[src/rtl/exec_arbiter_if.sv]
// Request/response bundle between the two requesters and exec_arbiter.
// master = requester side, slave = arbiter side.
interface exec_arbiter_if #(
    parameter int REGISTER_WIDTH = 32,
    parameter int ALU_CTRL_WIDTH = 5
);
    logic                      req0_valid;
    logic                      req0_ready;
    logic [ALU_CTRL_WIDTH-1:0] req0_op;
    logic [REGISTER_WIDTH-1:0] req0_a;
    logic [REGISTER_WIDTH-1:0] req0_b;
    logic                      req1_valid;
    logic                      req1_ready;
    logic [ALU_CTRL_WIDTH-1:0] req1_op;
    logic [REGISTER_WIDTH-1:0] req1_a;
    logic [REGISTER_WIDTH-1:0] req1_b;
    logic                      flush0;
    logic                      resp0_valid;
    logic                      resp1_valid;
    logic [REGISTER_WIDTH-1:0] resp_out;
    logic                      resp_bcond;

    modport master (
        output req0_valid, req0_op, req0_a, req0_b,
        output req1_valid, req1_op, req1_a, req1_b,
        output flush0,
        input  req0_ready, req1_ready,
        input  resp0_valid, resp1_valid, resp_out, resp_bcond
    );

    modport slave (
        input  req0_valid, req0_op, req0_a, req0_b,
        input  req1_valid, req1_op, req1_a, req1_b,
        input  flush0,
        output req0_ready, req1_ready,
        output resp0_valid, resp1_valid, resp_out, resp_bcond
    );
endinterface

[src/rtl/exec_arbiter.sv]
// Two-port arbiter in front of the shared execute unit.
// Issue stage (S1) drives the unit, response stage (S2) returns results.
module exec_arbiter #(
    parameter int REGISTER_WIDTH = 32,
    parameter int ALU_CTRL_WIDTH = 5,
    parameter int RR_EN          = 1
) (
    input  logic                      clk,
    input  logic                      rst_n,
    exec_arbiter_if.slave             req,
    output logic [ALU_CTRL_WIDTH-1:0] alu_op,
    output logic [REGISTER_WIDTH-1:0] alu_a,
    output logic [REGISTER_WIDTH-1:0] alu_b,
    input  logic [REGISTER_WIDTH-1:0] alu_out,
    input  logic                      alu_bcond,
    output logic                      busy
);
    localparam logic RR = (RR_EN != 0);

    logic g0;
    logic g1;
    logic last_grant;
    logic s1_valid;
    logic s1_src;
    logic s2_valid;
    logic s2_src;
    logic s1_kill;
    logic s2_load;
    logic xfer;

    // Grant: port 0 wins unless port 1 is owed a turn or port 0 is flushed.
    always_comb begin
        g0 = req.req0_valid & ~req.flush0
           & (~req.req1_valid | ~RR | last_grant);
        g1 = req.req1_valid & ~g0;
    end

    assign req.req0_ready = g0;
    assign req.req1_ready = g1;
    assign xfer    = g0 | g1;
    assign s1_kill = req.flush0 & ~s1_src;
    assign s2_load = s1_valid & ~s1_kill;

    // Round-robin pointer moves only on an accepted request.
    always_ff @(posedge clk or negedge rst_n) begin
        if (!rst_n) begin
            last_grant <= 1'b1;
        end else if (xfer) begin
            last_grant <= g1;
        end
    end

    // Issue stage: alu_* are the S1 payload and hold when idle.
    always_ff @(posedge clk or negedge rst_n) begin
        if (!rst_n) begin
            s1_valid <= 1'b0;
            s1_src   <= 1'b0;
            alu_op   <= '0;
            alu_a    <= '0;
            alu_b    <= '0;
        end else begin
            s1_valid <= xfer;
            if (xfer) begin
                s1_src <= g1;
                alu_op <= g1 ? req.req1_op : req.req0_op;
                alu_a  <= g1 ? req.req1_a  : req.req0_a;
                alu_b  <= g1 ? req.req1_b  : req.req0_b;
            end
        end
    end

    // Response stage: capture unit result unless the op was flushed.
    always_ff @(posedge clk or negedge rst_n) begin
        if (!rst_n) begin
            s2_valid       <= 1'b0;
            s2_src         <= 1'b0;
            req.resp_out   <= '0;
            req.resp_bcond <= 1'b0;
        end else begin
            s2_valid <= s2_load;
            if (s2_load) begin
                s2_src         <= s1_src;
                req.resp_out   <= alu_out;
                req.resp_bcond <= alu_bcond;
            end
        end
    end

    // Response pulses are steered to the originating port.
    always_comb begin
        req.resp0_valid = s2_valid & ~s2_src;
        req.resp1_valid = s2_valid & s2_src;
        busy            = s1_valid | s2_valid;
    end
endmodule

[src/flat_wrapper.sv]
// flat-port wrapper written by rule: the top's interface ports become plain ports
module exec_arbiter_flat 
#(
    parameter int REGISTER_WIDTH = 32,
    parameter int ALU_CTRL_WIDTH = 5,
    parameter int RR_EN          = 1
)
  (clk, rst_n, alu_op, alu_a, alu_b, alu_out, alu_bcond, busy, req_req0_valid, req_req0_op, req_req0_a, req_req0_b, req_req1_valid, req_req1_op, req_req1_a, req_req1_b, req_flush0, req_req0_ready, req_req1_ready, req_resp0_valid, req_resp1_valid, req_resp_out, req_resp_bcond);
  exec_arbiter_if #(.REGISTER_WIDTH(REGISTER_WIDTH), .ALU_CTRL_WIDTH(ALU_CTRL_WIDTH)) req_i ();
  input  logic clk;
  input  logic rst_n;
  output logic [ALU_CTRL_WIDTH-1:0] alu_op;
  output logic [REGISTER_WIDTH-1:0] alu_a;
  output logic [REGISTER_WIDTH-1:0] alu_b;
  input  logic [REGISTER_WIDTH-1:0] alu_out;
  input  logic alu_bcond;
  output logic busy;
  input wire logic [$bits(req_i.req0_valid)-1:0] req_req0_valid;
  input wire logic [$bits(req_i.req0_op)-1:0] req_req0_op;
  input wire logic [$bits(req_i.req0_a)-1:0] req_req0_a;
  input wire logic [$bits(req_i.req0_b)-1:0] req_req0_b;
  input wire logic [$bits(req_i.req1_valid)-1:0] req_req1_valid;
  input wire logic [$bits(req_i.req1_op)-1:0] req_req1_op;
  input wire logic [$bits(req_i.req1_a)-1:0] req_req1_a;
  input wire logic [$bits(req_i.req1_b)-1:0] req_req1_b;
  input wire logic [$bits(req_i.flush0)-1:0] req_flush0;
  output wire logic [$bits(req_i.req0_ready)-1:0] req_req0_ready;
  output wire logic [$bits(req_i.req1_ready)-1:0] req_req1_ready;
  output wire logic [$bits(req_i.resp0_valid)-1:0] req_resp0_valid;
  output wire logic [$bits(req_i.resp1_valid)-1:0] req_resp1_valid;
  output wire logic [$bits(req_i.resp_out)-1:0] req_resp_out;
  output wire logic [$bits(req_i.resp_bcond)-1:0] req_resp_bcond;
  assign req_i.req0_valid = req_req0_valid;
  assign req_i.req0_op = req_req0_op;
  assign req_i.req0_a = req_req0_a;
  assign req_i.req0_b = req_req0_b;
  assign req_i.req1_valid = req_req1_valid;
  assign req_i.req1_op = req_req1_op;
  assign req_i.req1_a = req_req1_a;
  assign req_i.req1_b = req_req1_b;
  assign req_i.flush0 = req_flush0;
  assign req_req0_ready = req_i.req0_ready;
  assign req_req1_ready = req_i.req1_ready;
  assign req_resp0_valid = req_i.resp0_valid;
  assign req_resp1_valid = req_i.resp1_valid;
  assign req_resp_out = req_i.resp_out;
  assign req_resp_bcond = req_i.resp_bcond;
  exec_arbiter #(.REGISTER_WIDTH(REGISTER_WIDTH), .ALU_CTRL_WIDTH(ALU_CTRL_WIDTH), .RR_EN(RR_EN)) u_core (.clk(clk), .rst_n(rst_n), .req(req_i), .alu_op(alu_op), .alu_a(alu_a), .alu_b(alu_b), .alu_out(alu_out), .alu_bcond(alu_bcond), .busy(busy));
endmodule
[config.mk]
export PLATFORM = sky130hd
export DESIGN_NAME = exec_arbiter_flat
export DESIGN_NICKNAME = d
export VERILOG_FILES = /design/src/rtl/exec_arbiter_if.sv /design/src/rtl/exec_arbiter.sv /design/src/flat_wrapper.sv
export SDC_FILE = /design/constraint.sdc
export NUM_CORES = 1
export LEC_CHECK = 0
export ABC_AREA = 1
export CORE_ASPECT_RATIO = 0.8
export CORE_MARGIN = 2
export CORE_UTILIZATION = 38
export CTS_CLUSTER_DIAMETER = 150
export CTS_CLUSTER_SIZE = 16
export DETAILED_ROUTE_END_ITERATION = 8
export PLACE_DENSITY = 0.81
export SLEW_MARGIN = 40
export SYNTH_ARGS = -nofsm -noshare
export SYNTH_HDL_FRONTEND = slang
export SYNTH_SLANG_ARGS = --single-unit
[constraint.sdc]
create_clock -name clk -period 2.2 [get_ports clk]
set_clock_uncertainty 0.2 [all_clocks]
set_input_delay 0.44 -clock clk [delete_from_list [all_inputs] [get_ports clk]]
set_output_delay 0.44 -clock clk [all_outputs]
set_load 0.01 [all_outputs]
==> flow_summary.json, run 1 <==
{
  "status": "completed",
  "grt_pass1_vias": 5192,
  "postLayoutCoreUtil_pct": 65.9,
  "hpwl_um": 12100,
  "cts_buffers": 9,
  "ir_drop_mv": 0.412,
  "crit_type": "reg2out",
  "io-pin-count": 283,
  "postCtsSetupBuffers": 0,
  "initial_core_util_pct": 39.4,
  "routedWlPerCell_um": 17.1,
  "leakage_nw": 3.60,
  "vias": 5278,
  "ant_nets": 0,
  "fp.dieH_um": 105,
  "async_flop_share_pct": 100,
  "cp_cell_sequence": "nor2_1, clkdlybuf4s50_1",
  "hold_viol_final": 0,
  "nets": 996,
  "synth_edf_count": 0,
  "fin_crit_sh_pct": 92.7,
  "syn_inst": 558,
  "relSlewSlack_pct": 57.7,
  "ff2ff_path_depth": 5,
  "holdPathStages": 2,
  "ys.flop_type": "dfrtp_1",
  "ys_top_cells_by_area": "dfrtp_1, nand3_1, nand2_1",
  "drc": 0,
  "critPathMaxStageDelay_ns": 0.55,
  "grt_first_pass_wirelength_um": 26500,
  "grt-ovfl-total": 0,
  "clkSinkCount": 107,
  "yosysTopAreaCell": "dfrtp_1",
  "clkTransAtPathRegs_ns": 0.07,
  "portBuffers": 282,
  "synth_seq_cells": 107,
  "slew_violations": 0,
  "start_kind": "flip-flop",
  "syn_area_per_cell_um2": 8.71,
  "die_area_um2": 13700,
  "ys_top_cells_by_count": "nand3_1, dfrtp_1, nand2_1, buf_2",
  "critPathBufInv": 1,
  "cts_tree": "done",
  "synth_area_um2": 4860,
  "clockBufferDepth": 2,
  "grt.total_usage_pct": 24.7,
  "grt_max_degree": 62,
  "synth_cell_types": 19,
  "endpoint_kind": "output pin",
  "cap_violations": 0,
  "yosysSeqAreaShare_pct": 55.1,
  "areaGrowthSynthToFinish_pct": 67.2,
  "worst_path_max_delay_cell": "clkdlybuf4s50_1",
  "required_ns": 1.56,
  "die_x_um": 130,
  "drt_pass1_iterations": 5,
  "rows": 36,
  "synth_top_area_share_pct": 54.6,
  "cp_top_family": "buffers and inverters",
  "drive_gt1_share_pct": 6.06,
  "htreeDepth": 3,
  "root_buffer": "clkbuf_16",
  "routed_via_density": 5.29,
  "worst_slack_ns": 0.162,
  "max_freq_mhz": 491,
  "core_um2": 12300,
  "arrival_ns": 1.40,
  "yosys.cell_count.top_type": "nand3_1",
  "worstHoldPathType": "reg2reg",
  "place_ws_ns": -0.281,
  "crit_cells": 2,
  "gp_congestion": 0.838,
  "power_density_nw_per_um2": 690,
  "rsz0062_at_grt": "no",
  "setup_viol": 0,
  "clk_latency_ns": 0.35,
  "drt_iter0_drc": 404,
  "antenna_found_initial": 1,
  "worst_pin_slew_ns": 0.634,
  "final.min_clock_period_ns": 2.04,
  "crit_path_max_fanout": 3,
  "wl_um": 17000,
  "synth_nets": 734,
  "finalSetupTns_ns": 0,
  "ys_warn_count": 0
}
-- worst min-delay path: stages, from the launching register on --
cell	delay, ns
dfrtp_1	0.34
nand2_1	0.06
nand2_1	0.05
-- timing repair --
action,CTS,global route
endpoints found under the hold margin,21,0
hold buffers,1,0
pin swaps,0,0
gates resized for setup,7,2
endpoints found under the setup margin,3,2
-- power breakdown --
group	internal [W]	leakage (nW)	switching, W
registers	0.00222	1.30	0.000149
clock network	0.000879	0.145	0.000723
logic	0.000899	2.15	0.000736
-- through the flow --
stage | total power, W | hold slack [ns] | area, um^2 | std cells
final | 0.00561 | 0.281 | 8130 | 997
after global placement | 0.00401 | 0.163 | 7830 | 979
after global routing | 0.00590 | 0.311 | 8130 | 997
after detailed placement | 0.00405 | 0.167 | 7830 | 979
after CTS | 0.00568 | 0.286 | 8140 | 996
after floorplan | 0.00302 | -0.0556 | 4860 | 558
-- registers in the layout, summed over array words and instances (netlist names) --
signal                 cells
u_core.s1_src              1
u_core.s2_valid            1
u_core.s1_valid            1
u_core.alu_op              5
u_core.req.resp_bcond      1
u_core.s2_src              1
u_core.req.resp_out       32
u_core.alu_a              32
u_core.alu_b              32
u_core.last_grant          1
-- routing by layer --
metal / vias to the layer above / track usage, % / part of all wire, %
met4: 0 / 7.75 / 2.1
met3: 31 / 8.29 / 9.6
met2: 255 / 43.0 / 51
met1: 2541 / 28.5 / 37
li1: 2451 / - / -
met5: - / 0 / 0
-- cell usage in the layout (no fill, tap or decap) --
| cell | n |
|---|---|
| dlygate4sd3_1 | 1 |
| clkbuf_16 | 9 |
| o21ai_0 | 2 |
| inv_6 | 1 |
| bufinv_16 | 1 |
| buf_12 | 5 |
| a21oi_1 | 1 |
| nand2_1 | 103 |
| clkinvlp_4 | 1 |
| or2_2 | 1 |
| inv_2 | 4 |
| dfstp_2 | 1 |
| buf_4 | 16 |
| nand2_2 | 1 |
| nor2_4 | 1 |
| nor2_1 | 1 |
| inv_1 | 7 |
| buf_2 | 1 |
| clkinv_2 | 4 |
| diode_2 | 1 |
| nand3_1 | 261 |
| clkdlybuf4s50_1 | 276 |
| dlygate4sd2_1 | 2 |
| dfrtp_1 | 106 |
| o21ai_4 | 1 |
| o211ai_1 | 15 |
| clkbuf_2 | 2 |
| nand2_4 | 1 |
-- final timing paths --
check | slack [ns] | endpoint | start
worst max-delay path | 0.16 | req_resp0_valid | u_core.s2_src
worst min-delay path | 0.28 | u_core.req.resp_out[27] | u_core.req.resp_out[27]
worst max register to register | 0.43 | u_core.alu_a[21] | u_core.last_grant
worst min register to register | 0.28 | u_core.req.resp_out[27] | u_core.req.resp_out[27]
max in group asynchronous | 0.88 | u_core.last_grant | rst_n
min in group asynchronous | 0.33 | u_core.alu_b[15] | rst_n
-- final cells by class --
class	instances	area [um^2]
fill	1003	4210
tap	171	214
clock inverter	7	66.3
clock buffer	9	225
multi-input combinational	388	1880
inverter	11	41.3
timing repair buffer	303	3030
antenna	1	2.50
sequential	107	2680
-- kinds of logic (layout without fill, tap and decap cells) --
kind of cell	Yosys count	after routing	share of synthesized area (%)
DFF	107	107	55.1
other	0	1	0
AOI/OAI and AO/OA	19	19	2.96
and+or+nand+nor	369	369	35.5
buffers and inverters	63	330	6.46
No activity file was read; power rests on OpenSTA's default activity.
==> run 2: changes to the inputs <==
==> constraint.sdc (replaced) <==
create_clock -name clk -period 2.17 [get_ports clk]
set_clock_uncertainty 0.2 [all_clocks]
set_input_delay 0.434 -clock clk [delete_from_list [all_inputs] [get_ports clk]]
set_output_delay 0.434 -clock clk [all_outputs]
set_load 0.01 [all_outputs]
==> run 2 against run 1 <==
Against the previous run: core utilization rose by 0.13 points; sequential share of layout area decreased by 0.066 points; critical path depth is the same; count of clock-buffer cells in the layout up 2; via count rose by 0.74%; wire length grew 2.1%; critical path type unchanged; critical endpoint unchanged; worst hold slack gained 0.0022 ns; total power up 1.9%; sequential cell count unchanged.
==> flow_summary.json, run 2 (synthesis results as in run 1) <==
{
  "cts_buffers": 9,
  "critPathBufInv": 1,
  "fp.dieH_um": 105,
  "start_kind": "flip-flop",
  "fin_crit_sh_pct": 93.5,
  "areaGrowthSynthToFinish_pct": 67.6,
  "worst_path_max_delay_cell": "clkdlybuf4s50_1",
  "relSlewSlack_pct": 59.0,
  "antenna_found_initial": 1,
  "drive_gt1_share_pct": 6.05,
  "routed_via_density": 5.33,
  "clockBufferDepth": 2,
  "portBuffers": 282,
  "initial_core_util_pct": 39.4,
  "root_buffer": "clkbuf_16",
  "required_ns": 1.54,
  "ir_drop_mv": 0.513,
  "leakage_nw": 3.61,
  "clkSinkCount": 107,
  "ant_nets": 0,
  "drc": 0,
  "max_freq_mhz": 493,
  "status": "completed",
  "die_area_um2": 13700,
  "die_x_um": 130,
  "cap_violations": 0,
  "worst_slack_ns": 0.142,
  "rsz0062_at_grt": "no",
  "hold_viol_final": 0,
  "htreeDepth": 3,
  "vias": 5317,
  "grt-ovfl-total": 0,
  "cts_tree": "done",
  "grt_max_degree": 62,
  "drt_iter0_drc": 347,
  "io-pin-count": 283,
  "finalSetupTns_ns": 0,
  "cp_top_family": "buffers and inverters",
  "wl_um": 17400,
  "arrival_ns": 1.39,
  "clk_latency_ns": 0.35,
  "routedWlPerCell_um": 17.4,
  "final.min_clock_period_ns": 2.03,
  "layout_common_cells": "clkdlybuf4s50_1, nand3_1, dfrtp_1",
  "rows": 36,
  "crit_type": "reg2out",
  "hpwl_um": 12400,
  "power_density_nw_per_um2": 702,
  "setup_viol": 0,
  "critPathMaxStageDelay_ns": 0.55,
  "place_ws_ns": -0.301,
  "nets": 998,
  "gp_congestion": 0.825,
  "crit_path_max_fanout": 3,
  "core_um2": 12300,
  "final_common_cell": "clkdlybuf4s50_1",
  "grt.total_usage_pct": 25.4,
  "worst_pin_slew_ns": 0.615,
  "drt_pass1_iterations": 5,
  "slew_violations": 0,
  "cp_cell_sequence": "nor2_1, clkdlybuf4s50_1",
  "endpoint_kind": "output pin",
  "worstHoldPathType": "reg2reg",
  "grt_pass1_vias": 5324,
  "power_w": 0.00572,
  "grt_first_pass_wirelength_um": 27300,
  "r2r_setup_slack_ns": 0.41,
  "clkTransAtPathRegs_ns": 0.07,
  "top_regs": "u_core.alu_a (32), u_core.alu_b (32), u_core.req.resp_out (32)",
  "postCtsSetupBuffers": 0
}
-- run 2: worst paths after layout --
| path | start | end | cells after the start |
|---|---|---|---|
| max in group asynchronous | rst_n | u_core.req.resp_out[18] | 3 |
| max | u_core.s2_src | req_resp0_valid | 2 |
| min reg2reg | u_core.req.resp_bcond | u_core.req.resp_bcond | 2 |
| min | u_core.req.resp_bcond | u_core.req.resp_bcond | 2 |
| max reg2reg | u_core.last_grant | u_core.alu_a[18] | 5 |
| min in group asynchronous | rst_n | u_core.req.resp_out[2] | 2 |
-- run 2: power by group --
part / total [W] / internal [W] / switching [W]
combinational: 0.00167 / 0.000915 / 0.000757
clock: 0.00164 / 0.000921 / 0.000719
sequential: 0.00240 / 0.00226 / 0.000149
total: 0.00572 / 0.00409 / 0.00162
-- run 2: per-stage QoR --
step	hold WS (ns)	utilization, %	area, um^2	std cells
3_5_place_dp	0.207	63.6	7850	981
2_1_floorplan	-0.0616	-	4860	558
3_3_place_gp	0.198	63.6	7850	981
5_1_grt	0.319	66.0	8150	998
6_report	0.283	66.0	8150	998
4_1_cts	0.286	66.1	8150	997
-- run 2: what timing repair did --
action / CTS / global route
hold endpoints to repair: 26 / 0
endpoints found under the setup margin: 3 / 2
hold buffers: 1 / 0
gates resized for setup: 7 / 2
pin swaps: 0 / 0
-- run 2: worst min-delay path, cell delays in order (launching register included) --
cell     delay [ns]
dfrtp_1        0.34
nand2_1        0.05
nand2_1        0.06
-- run 2: layer usage --
| metal | up-vias | share of wire, % | track usage (%) |
|---|---|---|---|
| met5 | - | 0 | 0 |
| met4 | 0 | 3.5 | 11.2 |
| met3 | 53 | 11 | 8.55 |
| met2 | 291 | 49 | 41.6 |
| met1 | 2517 | 37 | 30.2 |
| li1 | 2456 | - | - |
-- run 2: layout make-up --
type	instances	area, um^2
diodes	1	2.50
clock buffers	11	243
clock inverters	4	48.8
fillers	981	4200
inverters	11	41.3
multi-input cells	388	1880
flip-flops and latches	107	2680
well taps	171	214
repair buffers	305	3040
==> run 3: changes to the inputs <==
--- a/config.mk
+++ b/config.mk
@@ -8,11 +8,11 @@
 export ABC_AREA = 1
 export CORE_ASPECT_RATIO = 0.8
 export CORE_MARGIN = 2
-export CORE_UTILIZATION = 38
+export CORE_UTILIZATION = 40
 export CTS_CLUSTER_DIAMETER = 150
 export CTS_CLUSTER_SIZE = 16
 export DETAILED_ROUTE_END_ITERATION = 8
-export PLACE_DENSITY = 0.81
+export PLACE_DENSITY = 0.84
 export SLEW_MARGIN = 40
 export SYNTH_ARGS = -nofsm -noshare
 export SYNTH_HDL_FRONTEND = slang
==> constraint.sdc (replaced) <==
create_clock -name clk -period 2.42 [get_ports clk]
set_clock_uncertainty 0.2 [all_clocks]
set_input_delay 0.484 -clock clk [delete_from_list [all_inputs] [get_ports clk]]
set_output_delay 0.484 -clock clk [all_outputs]
set_load 0.01 [all_outputs]
==> run 3 against run 2 <==
Against the previous run: critical path type is now in2out; sequential power down 9.6%; cell count down 2.9%; via count down 0.43%; wire length down 2.0%; critical endpoint is now req_req1_ready; critical path depth up 4.
==> flow_summary.json, run 3 (synthesis results as in run 1) <==
{
  "initial_core_util_pct": 41.6,
  "grt_pass1_vias": 5195,
  "p_seq_share_pct": 42.3,
  "rsz0062_at_grt": "no",
  "routedWlPerCell_um": 17.6,
  "power_density_nw_per_um2": 637,
  "final.min_clock_period_ns": 2.28,
  "worst_pin_slew_ns": 0.608,
  "worst_slack_ns": 0.137,
  "endpoint_kind": "output pin",
  "cts_tree": "done",
  "start_kind": "input pin",
  "grt_max_degree": 58,
  "clockBufferDepth": 2,
  "antenna_found_initial": 0,
  "nets": 992,
  "die_x_um": 127,
  "final_common_cell": "clkdlybuf4s50_1",
  "grt-ovfl-total": 0,
  "postCtsSetupBuffers": 0,
  "crit_start": "req_flush0",
  "layout_common_cells": "clkdlybuf4s50_1, nand3_1, dfrtp_1",
  "grt.total_usage_pct": 26.0,
  "arrival_ns": 1.60,
  "reg2reg_from": "u_core.last_grant",
  "hpwl_um": 12200,
  "grt_first_pass_wirelength_um": 26900,
  "wl_um": 17100,
  "cts_buffers": 9,
  "setup_viol": 0,
  "p_clk_share_pct": 29.0,
  "status": "completed",
  "vias": 5294,
  "fin_crit_sh_pct": 94.4,
  "place_ws_ns": -0.127,
  "drt_iter0_drc": 380,
  "slew_violations": 0,
  "routed_via_density": 5.46,
  "fillers": 891,
  "drive_gt1_share_pct": 5.24,
  "crit_path_max_fanout": 4,
  "pwr-share-comb_pct": 28.7,
  "min-delay-start": "u_core.req.resp_out[3]",
  "die_area_um2": 13100,
  "relSlewSlack_pct": 59.5,
  "drt_pass1_iterations": 5,
  "htreeDepth": 3,
  "rows": 35,
  "hold_viol_final": 0,
  "ant_nets": 0,
  "io-pin-count": 283,
  "root_buffer": "clkbuf_16",
  "internal_power_w": 0.00364,
  "swShare_pct": 28.9,
  "cap_violations": 0,
  "antenna_cells": 0,
  "leakage_nw": 3.57,
  "top_regs": "u_core.alu_a (32), u_core.alu_b (32), u_core.req.resp_out (32)",
  "clkSinkCount": 107,
  "required_ns": 1.74,
  "p_sw_w": 0.00148,
  "fp.dieH_um": 103,
  "worstHoldPathType": "reg2reg",
  "core_um2": 11700,
  "clkTransAtPathRegs_ns": 0.07,
  "max_freq_mhz": 438,
  "crit_type": "in2out",
  "areaGrowthSynthToFinish_pct": 65.5,
  "gp_congestion": 0.842,
  "portBuffers": 282,
  "drc": 0,
  "ir_drop_mv": 0.353,
  "postLayoutCoreUtil_pct": 68.8,
  "clk_latency_ns": 0.34
}
run 3: metrics by stage:
| step | TNS [ns] | cells | instance area, um^2 | total power, W | hold slack, ns |
|---|---|---|---|---|---|
| global route | 0 | 969 | 8050 | 0.00538 | 0.306 |
| finish | 0 | 969 | 8050 | 0.00512 | 0.280 |
| floorplan | 0 | 558 | 4860 | 0.00274 | -0.0116 |
| detailed placement | -0.220 | 952 | 7740 | 0.00368 | 0.251 |
| CTS | 0 | 969 | 8050 | 0.00518 | 0.284 |
| global placement | -0.201 | 952 | 7740 | 0.00364 | 0.246 |
run 3: worst paths after layout:
path                                               end  slack, ns  cells after the start
worst max-delay path                    req_req1_ready       0.14                      6
worst min-delay path            u_core.req.resp_out[3]       0.28                      2
worst max register to register        u_core.alu_a[30]       0.68                      5
worst min register to register  u_core.req.resp_out[3]       0.28                      2
max in group asynchronous             u_core.alu_a[24]       0.92                      3
min in group asynchronous             u_core.alu_b[16]       0.41                      2
run 3: final cells by class:
type | instances | area (um^2) | area share [%]
Clock buffer | 10 | 229 | 2.85
Multi-Input combinational cell | 388 | 1870 | 23.3
Clock inverter | 6 | 72.6 | 0.902
Inverter | 11 | 41.3 | 0.513
Sequential cell | 107 | 2680 | 33.3
Timing Repair Buffer | 299 | 2970 | 36.9
Tap cell | 148 | 185 | 2.30
run 3: power groups by stage:
stage                     sequential [W]  combinational [W]  clock, W
after floorplan                  0.00228           0.000464         0
after global placement           0.00218            0.00146         0
after detailed placement         0.00220            0.00148         0
after CTS                        0.00217            0.00149   0.00152
after global routing             0.00220            0.00159   0.00160
final                            0.00217            0.00147   0.00148
run 3: critical path, cell delays in order:
cell and delay (ns):
clkdlybuf4s50_1 0.47, nor2_4 0.15, nand2_2 0.09, nand2_1 0.07, inv_1 0.03, dlygate4sd2_1 0.30
run 3: timing repair:
item / in CTS / in global routing
endpoints found under the setup margin: 2 / 0
gates resized for setup: 2 / 0
hold endpoints to repair: 28 / 0
hold buffers: 1 / 0
run 3: routing by layer:
metal | part of all wire [%] | wire length (um) | GRT usage (%) | vias up
li1 | - | - | - | 2438
met1 | 40 | 6800 | 32.9 | 2544
met2 | 50 | 8560 | 44.7 | 283
met3 | 7.6 | 1300 | 6.28 | 29
met4 | 2.3 | 399 | 8.62 | 0
met5 | 0 | 0 | 0 | -
